===== src/rtl/glyph_fetch_ctrl_pkg.sv =====
// Shared definitions for the glyph fetch controller: FSM encoding, default
// text geometry, glyph size and the row-base helper.
package glyph_fetch_ctrl_pkg;

    localparam int DEF_COLS     = 80;
    localparam int DEF_ROWS     = 30;
    localparam int GLYPH_W      = 8;
    localparam int GLYPH_H      = 16;
    localparam int DRAIN_CYCLES = 2;

    localparam logic [1:0] ST_IDLE  = 2'd0;
    localparam logic [1:0] ST_FETCH = 2'd1;
    localparam logic [1:0] ST_DRAIN = 2'd2;

    typedef logic [GLYPH_W-1:0] glyph_bits_t;

    function automatic logic [4:0] row_clamp(input logic [4:0] row, input int rows);
        return (int'(row) >= rows) ? 5'(rows - 1) : row;
    endfunction

    // Unsigned 12-bit start address of a text row in character RAM.
    function automatic logic [11:0] row_base(input logic [4:0] row, input int cols,
                                             input int rows);
        return 12'(int'(row_clamp(row, rows)) * cols);
    endfunction

endpackage


===== src/rtl/glyph_fetch_ctrl_if.sv =====
// Bus bundle between the glyph fetch controller (slave) and its
// surroundings: line request, character RAM, font ROM and display read port.
interface glyph_fetch_ctrl_if;
    import glyph_fetch_ctrl_pkg::*;

    logic        line_start;
    logic [4:0]  fetch_row;
    logic [3:0]  fetch_scanline;
    logic        char_rd_en;
    logic [11:0] char_addr;
    logic [7:0]  char_data;
    logic [7:0]  font_char;
    logic [3:0]  font_scanline;
    glyph_bits_t font_row;
    logic [6:0]  disp_col;
    glyph_bits_t disp_bits;
    logic        busy;
    logic        done;
    logic        overrun;

    modport master (
        output line_start, fetch_row, fetch_scanline, char_data, font_row, disp_col,
        input  char_rd_en, char_addr, font_char, font_scanline, disp_bits, busy, done, overrun
    );

    modport slave (
        input  line_start, fetch_row, fetch_scanline, char_data, font_row, disp_col,
        output char_rd_en, char_addr, font_char, font_scanline, disp_bits, busy, done, overrun
    );

endinterface


===== src/rtl/glyph_line_buf.sv =====
// Ping-pong glyph line buffer: two banks of COLS x 8 bits, one write port and
// one registered read port that returns 0x00 for columns beyond COLS.
module glyph_line_buf
    import glyph_fetch_ctrl_pkg::*;
#(
    parameter int COLS = DEF_COLS
) (
    input  logic        clk,
    input  logic        rst_n,
    input  logic        wr_en_i,
    input  logic        wr_bank_i,
    input  logic [6:0]  wr_col_i,
    input  glyph_bits_t wr_data_i,
    input  logic        rd_bank_i,
    input  logic [6:0]  rd_col_i,
    output glyph_bits_t rd_data_o
);

    glyph_bits_t mem_q [2][COLS];
    glyph_bits_t rd_data_q;

    // NOTE: the storage array has no reset so it maps onto plain RAM and keeps
    // its contents across a reset; only the read register is reset.
    always_ff @(posedge clk) begin
        if (wr_en_i) begin
            mem_q[wr_bank_i][wr_col_i] <= wr_data_i;
        end
    end

    always_ff @(posedge clk or negedge rst_n) begin
        if (!rst_n) begin
            rd_data_q <= '0;
        end else if (rd_col_i < 7'(COLS)) begin
            rd_data_q <= mem_q[rd_bank_i][rd_col_i];
        end else begin
            rd_data_q <= '0;
        end
    end

    assign rd_data_o = rd_data_q;

endmodule


===== src/rtl/glyph_fetch_ctrl.sv =====
// Fetches one glyph scanline for a whole text row into a ping-pong line buffer.
// Optional cursor inversion is enabled by defining GLYPH_FETCH_CURSOR_EN.
module glyph_fetch_ctrl
    import glyph_fetch_ctrl_pkg::*;
#(
    parameter int COLS = DEF_COLS,
    parameter int ROWS = DEF_ROWS
) (
    input  logic               clk,
    input  logic               rst_n,
`ifdef GLYPH_FETCH_CURSOR_EN
    input  logic               cursor_en,
    input  logic [6:0]         cursor_col,
    input  logic [4:0]         cursor_row,
`endif
    glyph_fetch_ctrl_if.slave  bus
);

    localparam logic [6:0] LAST_COL  = 7'(COLS - 1);
    localparam logic       LAST_DRN  = 1'(DRAIN_CYCLES - 1);

    logic [1:0]  state_q, state_d;
    logic [11:0] base_q, base_d;
    logic [3:0]  scanline_q, scanline_d;
    logic [6:0]  col_q, col_d;
    logic        drain_q, drain_d;
    logic        wr_bank_q, wr_bank_d;
    logic        done_q, done_d;
    logic        overrun_q, overrun_d;

    // Column tags travelling alongside char_data (stage 1) and font_row (stage 2).
    logic        v1_q, v2_q;
    logic [6:0]  c1_q, c2_q;
    glyph_bits_t wr_data;

    // NOTE: every always_comb output gets a default first so no path leaves a
    // value unassigned and infers a latch.
    always_comb begin
        state_d    = state_q;
        base_d     = base_q;
        scanline_d = scanline_q;
        col_d      = col_q;
        drain_d    = drain_q;
        wr_bank_d  = wr_bank_q;
        done_d     = 1'b0;
        overrun_d  = overrun_q | (bus.line_start && (state_q != ST_IDLE));
        case (state_q)
            ST_IDLE: begin
                if (bus.line_start) begin
                    base_d     = row_base(bus.fetch_row, COLS, ROWS);
                    scanline_d = bus.fetch_scanline;
                    wr_bank_d  = ~wr_bank_q;
                    col_d      = '0;
                    state_d    = ST_FETCH;
                end
            end
            ST_FETCH: begin
                if (col_q == LAST_COL) begin
                    col_d   = '0;
                    drain_d = 1'b0;
                    state_d = ST_DRAIN;
                end else begin
                    col_d = col_q + 7'd1;
                end
            end
            ST_DRAIN: begin
                if (drain_q == LAST_DRN) begin
                    done_d  = 1'b1;
                    state_d = ST_IDLE;
                end else begin
                    drain_d = drain_q + 1'b1;
                end
            end
            default: state_d = ST_IDLE;
        endcase
    end

    // NOTE: sequential state uses non-blocking assignments so every register
    // samples the pre-edge value of the others.
    always_ff @(posedge clk or negedge rst_n) begin
        if (!rst_n) begin
            state_q    <= ST_IDLE;
            base_q     <= '0;
            scanline_q <= '0;
            col_q      <= '0;
            drain_q    <= 1'b0;
            wr_bank_q  <= 1'b0;
            done_q     <= 1'b0;
            overrun_q  <= 1'b0;
            v1_q       <= 1'b0;
            v2_q       <= 1'b0;
            c1_q       <= '0;
            c2_q       <= '0;
        end else begin
            state_q    <= state_d;
            base_q     <= base_d;
            scanline_q <= scanline_d;
            col_q      <= col_d;
            drain_q    <= drain_d;
            wr_bank_q  <= wr_bank_d;
            done_q     <= done_d;
            overrun_q  <= overrun_d;
            v1_q       <= bus.char_rd_en;
            c1_q       <= col_q;
            v2_q       <= v1_q;
            c2_q       <= c1_q;
        end
    end

`ifdef GLYPH_FETCH_CURSOR_EN
    logic [4:0] row_q;
    logic       cursor_hit;

    always_ff @(posedge clk or negedge rst_n) begin
        if (!rst_n) begin
            row_q <= '0;
        end else if (bus.line_start && (state_q == ST_IDLE)) begin
            row_q <= row_clamp(bus.fetch_row, ROWS);
        end
    end

    assign cursor_hit = cursor_en && (cursor_row == row_q) && (cursor_col == c2_q);
    assign wr_data    = bus.font_row ^ {GLYPH_W{cursor_hit}};
`else
    assign wr_data    = bus.font_row;
`endif

    assign bus.char_rd_en    = (state_q == ST_FETCH);
    assign bus.char_addr     = bus.char_rd_en ? (base_q + {5'd0, col_q}) : '0;
    assign bus.font_char     = bus.char_data;
    assign bus.font_scanline = scanline_q;
    assign bus.busy          = (state_q != ST_IDLE);
    assign bus.done          = done_q;
    assign bus.overrun       = overrun_q;

    glyph_line_buf #(.COLS(COLS)) u_line_buf (
        .clk       (clk),
        .rst_n     (rst_n),
        .wr_en_i   (v2_q),
        .wr_bank_i (wr_bank_q),
        .wr_col_i  (c2_q),
        .wr_data_i (wr_data),
        .rd_bank_i (~wr_bank_q),
        .rd_col_i  (bus.disp_col),
        .rd_data_o (bus.disp_bits)
    );

endmodule


===== src/flat_wrapper.sv =====
// flat-port wrapper written by rule: the top's interface ports become plain ports
module glyph_fetch_ctrl_flat import glyph_fetch_ctrl_pkg::*;
#(
    parameter int COLS = DEF_COLS,
    parameter int ROWS = DEF_ROWS
)
  (clk, rst_n, bus_line_start, bus_fetch_row, bus_fetch_scanline, bus_char_data, bus_font_row, bus_disp_col, bus_char_rd_en, bus_char_addr, bus_font_char, bus_font_scanline, bus_disp_bits, bus_busy, bus_done, bus_overrun);
  glyph_fetch_ctrl_if bus_i ();
  input  logic clk;
  input  logic rst_n;
  input wire logic [$bits(bus_i.line_start)-1:0] bus_line_start;
  input wire logic [$bits(bus_i.fetch_row)-1:0] bus_fetch_row;
  input wire logic [$bits(bus_i.fetch_scanline)-1:0] bus_fetch_scanline;
  input wire logic [$bits(bus_i.char_data)-1:0] bus_char_data;
  input wire logic [$bits(bus_i.font_row)-1:0] bus_font_row;
  input wire logic [$bits(bus_i.disp_col)-1:0] bus_disp_col;
  output wire logic [$bits(bus_i.char_rd_en)-1:0] bus_char_rd_en;
  output wire logic [$bits(bus_i.char_addr)-1:0] bus_char_addr;
  output wire logic [$bits(bus_i.font_char)-1:0] bus_font_char;
  output wire logic [$bits(bus_i.font_scanline)-1:0] bus_font_scanline;
  output wire logic [$bits(bus_i.disp_bits)-1:0] bus_disp_bits;
  output wire logic [$bits(bus_i.busy)-1:0] bus_busy;
  output wire logic [$bits(bus_i.done)-1:0] bus_done;
  output wire logic [$bits(bus_i.overrun)-1:0] bus_overrun;
  assign bus_i.line_start = bus_line_start;
  assign bus_i.fetch_row = bus_fetch_row;
  assign bus_i.fetch_scanline = bus_fetch_scanline;
  assign bus_i.char_data = bus_char_data;
  assign bus_i.font_row = bus_font_row;
  assign bus_i.disp_col = bus_disp_col;
  assign bus_char_rd_en = bus_i.char_rd_en;
  assign bus_char_addr = bus_i.char_addr;
  assign bus_font_char = bus_i.font_char;
  assign bus_font_scanline = bus_i.font_scanline;
  assign bus_disp_bits = bus_i.disp_bits;
  assign bus_busy = bus_i.busy;
  assign bus_done = bus_i.done;
  assign bus_overrun = bus_i.overrun;
  glyph_fetch_ctrl #(.COLS(COLS), .ROWS(ROWS)) u_core (.clk(clk), .rst_n(rst_n), .bus(bus_i));
endmodule

===== config.mk =====
export PLATFORM = sky130hd
export DESIGN_NAME = glyph_fetch_ctrl_flat
export DESIGN_NICKNAME = d
export VERILOG_FILES = /design/src/rtl/glyph_fetch_ctrl_pkg.sv /design/src/rtl/glyph_fetch_ctrl_if.sv /design/src/rtl/glyph_line_buf.sv /design/src/rtl/glyph_fetch_ctrl.sv /design/src/flat_wrapper.sv
export SDC_FILE = /design/constraint.sdc
export NUM_CORES = 1
export LEC_CHECK = 0
export CORE_ASPECT_RATIO = 1.75
export CORE_MARGIN = 2
export CORE_UTILIZATION = 40
export DETAILED_ROUTE_END_ITERATION = 10
export SYNTH_ARGS = -nofsm -noshare
export SYNTH_HDL_FRONTEND = slang
export SYNTH_HIERARCHICAL = 1
export SYNTH_SLANG_ARGS = --single-unit

===== constraint.sdc =====
create_clock -name clk -period 2.6 [get_ports clk]
set_input_delay 0.39 -clock clk [delete_from_list [all_inputs] [get_ports clk]]
set_output_delay 0.39 -clock clk [all_outputs]
set_load 0.1 [all_outputs]

==> metrics <==
status finished, violations left; failing checks setup timing; worst-path fanout max 3; Area Overhead vs Synth 20.6%; unrepaired setup endpoints after global routing true; Layout Skew 0.0513 ns; Slew HR 34.6%; sw power 0.00959 W; Startpoint Class flip-flop; Max Slew Vio Count 0; Pint 0.0345 W; fin nets 3,080; crit end category output port; Max Fclk 346 MHz; most frequent cell after synthesis edfxtp_1; area leader, netlist edfxtp_1; Starting Density 40.2%; Hold Path Class in2reg; Tmin final 2.89 ns; commonest cells in the netlist edfxtp_1 (1,280), mux4_2 (315), nor2_1 (193); Fin. Hold Viols 0; Synth Instances 2,519; CTS root buf clkbuf_16; first-iteration detailed-routing DRC count 2,365; setup TNS -2.15 ns; syn avg cell area 20.7 um2; dpl ws -0.401 ns; vias in the first global route 28,500; Mapped Area 52,300 um2; vias per cell 5.58; Pwr Density 700 nW/um2; via count 26,900; Synth Warn # 6; grt met1 use 22.5%; Routed WL 137,000 um; required time of the critical path 2.21 ns; diode count 0; Syn Nets 2,564; worst r2r path cells 9; crit-path max cell delay 0.39 ns; die width 277 um; period utilisation layout 111%; IO Count 71; layout cells sized above 1 35.6%; clock power share 39.8%; M3 GR Usage 2.58%; global-route wire length before repair 199,000 um; gr ovfl total 0; pin count of the biggest net entering global routing 92; top cell type's share of synthesized area 73.5%; Min Hold Slack 0.0410 ns; CP arrival 2.50 ns; final setup margin -0.290 ns; sw frac 21.7%; CTS tree built; dominant synthesized flop cell edfxtp_1; max cap viols 0; drt drc 0; CP Class reg2out; Crit-path slowest cell dfrtp_1; Seq cells post-synth 1,329; FP Rows 175; most area-consuming cells after synthesis edfxtp_1 (74%), mux4_2 (14%), dfrtp_1 (2.3%); power share of the sequential group 53.3%; final setup fails 14; GRT Total Usage 20.7%; slew of the pin with the lowest slew margin 0.981 ns; Cell variety after synth 69; Leak Pwr 21.0 nW; clock tree sinks 1,329; final core occ 48.6%; Post-synth EDFFs 1,280; Final ANT Viol Nets 0; initial antenna violation count 3; Worst-Skew Late Latency 0.76 ns; GR peak layer met2; sequential share of the synthesized area 75.9%; htree depth 3; hpwl dp 95,000 um; met2 usage 39.2%; CP Cell Sequence ha_4 > inv_2 > fa_2 > nor2b_4 > o21ai_1 > xor2_1 > nor2_4 > buf_12; # fillers 10,500; Peak VDD IR 0.000547 V; Vert. Die Dim 482 um; total power 0.0441 W; Die Area 134,000 um2; Num CTS Buffers 113; Max clock buf depth 3; clock slew at the register clock pins of the worst setup and hold paths 0.07 ns; Post-synth ARST share 3.69%; Comb pwr share 6.9%; WL/cell 28.5 um; Final Wtd Congestion 0.885; core area 130,000 um2; PortBufs 54; number of detailed-route iterations in the first pass 7; Min-Delay Path Depth 1
cells in the final DEF (no fill, tap or decap), types with 20 or more instances in the layout:
master,instances
edfxtp_1,1280
buf_4,435
mux4_2,315
nor2_1,186
clkbuf_16,115
mux2i_1,107
nand2_1,87
buf_12,61
dfrtp_1,48
clkbuf_1,22
clkinv_1,21
a22oi_1,21
o21ai_0,20
worst paths after layout:
path,slack (ns),end,startpoint
setup / recovery,-0.29,bus_char_addr[8],u_core/base_q[4]
hold / removal,0.04,u_core/u_line_buf/mem_q[1][630],bus_font_row[6]
setup reg to reg,-0.18,u_core/u_line_buf/rd_data_o[2],u_core/wr_bank_q
hold reg to reg,0.35,u_core/c2_q[6],u_core/c1_q[6]
max in group asynchronous,1.54,u_core/u_line_buf/rd_data_o[2],rst_n
min in group asynchronous,0.34,u_core/u_line_buf/rd_data_o[3],rst_n
state kept, by name (all words and copies together) (netlist names), 2 cells and up:
name	flops
u_core/c2_q	7
u_core/state_q	2
u_core/u_line_buf/mem_q	1280
u_core/col_q	7
u_core/bus.font_scanline	4
u_core/u_line_buf/rd_data_o	8
u_core/c1_q	7
u_core/base_q	8
worst max-delay path, delay by kind of cell, from the launching register on:
| kind | cells | cell delay [ns] |
|---|---|---|
| and+or+nand+nor | 2 | 0.32 |
| AOI/OAI and AO/OA | 1 | 0.09 |
| adders and majority gates | 2 | 0.52 |
| xor gates and xnor gates | 1 | 0.20 |
| buffers and inverters | 2 | 0.22 |
| DFF | 1 | 0.39 |
kinds of logic after synthesis:
logic type               count (synthesis)  share of synthesized area, %
buffers and inverters                  158                          1.79
flip-flops                            1329                          75.9
AO/OA/AOI/OAI                          164                          2.17
AND/OR/NAND/NOR                        393                          3.40
adder cells (fa/ha/maj)                 10                         0.268
XOR/XNOR                                 9                         0.151
multiplexers                           456                          16.3
cell type report:
| class | count | area [um2] | area share (%) |
|---|---|---|---|
| Inverter | 13 | 58.8 | 0.0933 |
| Timing Repair inverter | 1 | 8.76 | 0.0139 |
| Clock inverter | 73 | 875 | 1.39 |
| Sequential cell | 1329 | 39700 | 62.9 |
| Clock buffer | 138 | 2960 | 4.70 |
| Timing Repair Buffer | 545 | 5270 | 8.35 |
| Multi-Input combinational cell | 1032 | 12100 | 19.2 |
| Tap cell | 1681 | 2100 | 3.34 |
power groups by stage:
| stage | Combinational (W) | Clock (W) | Sequential [W] |
|---|---|---|---|
| floorplan | 0.00133 | 0 | 0.0241 |
| global placement | 0.00275 | 0 | 0.0240 |
| detailed placement | 0.00280 | 0 | 0.0240 |
| CTS | 0.00300 | 0.0179 | 0.0235 |
| global route | 0.00315 | 0.0187 | 0.0235 |
| finish | 0.00302 | 0.0176 | 0.0235 |
per-layer routing:
metal | routed length (um) | share of wire [%] | up-vias
met1 | 47500 | 35 | 14300
met4 | 7610 | 5.5 | 2
met2 | 75900 | 55 | 861
met3 | 6350 | 4.6 | 272
met5 | 13 | 0.0095 | -
li1 | - | - | 11400
per-stage QoR:
stage	area (um2)	cells
5_1_grt	63100	4812
3_5_place_dp	58100	4558
6_report	63100	4812
3_3_place_gp	58100	4558
2_1_floorplan	52300	2519
4_1_cts	62800	4805
what timing repair did:
| action | CTS | global route |
|---|---|---|
| endpoints found under the setup margin | 15 | 20 |
| hold endpoints to repair | 37 | 0 |
| gates resized for setup | 105 | 37 |
| hold buffers | 1 | 0 |
| buffers inserted | 26 | 6 |
| cloned | 9 | 1 |
| pin swaps | 17 | 16 |
Note: power is estimated with default switching activity, not from simulation.
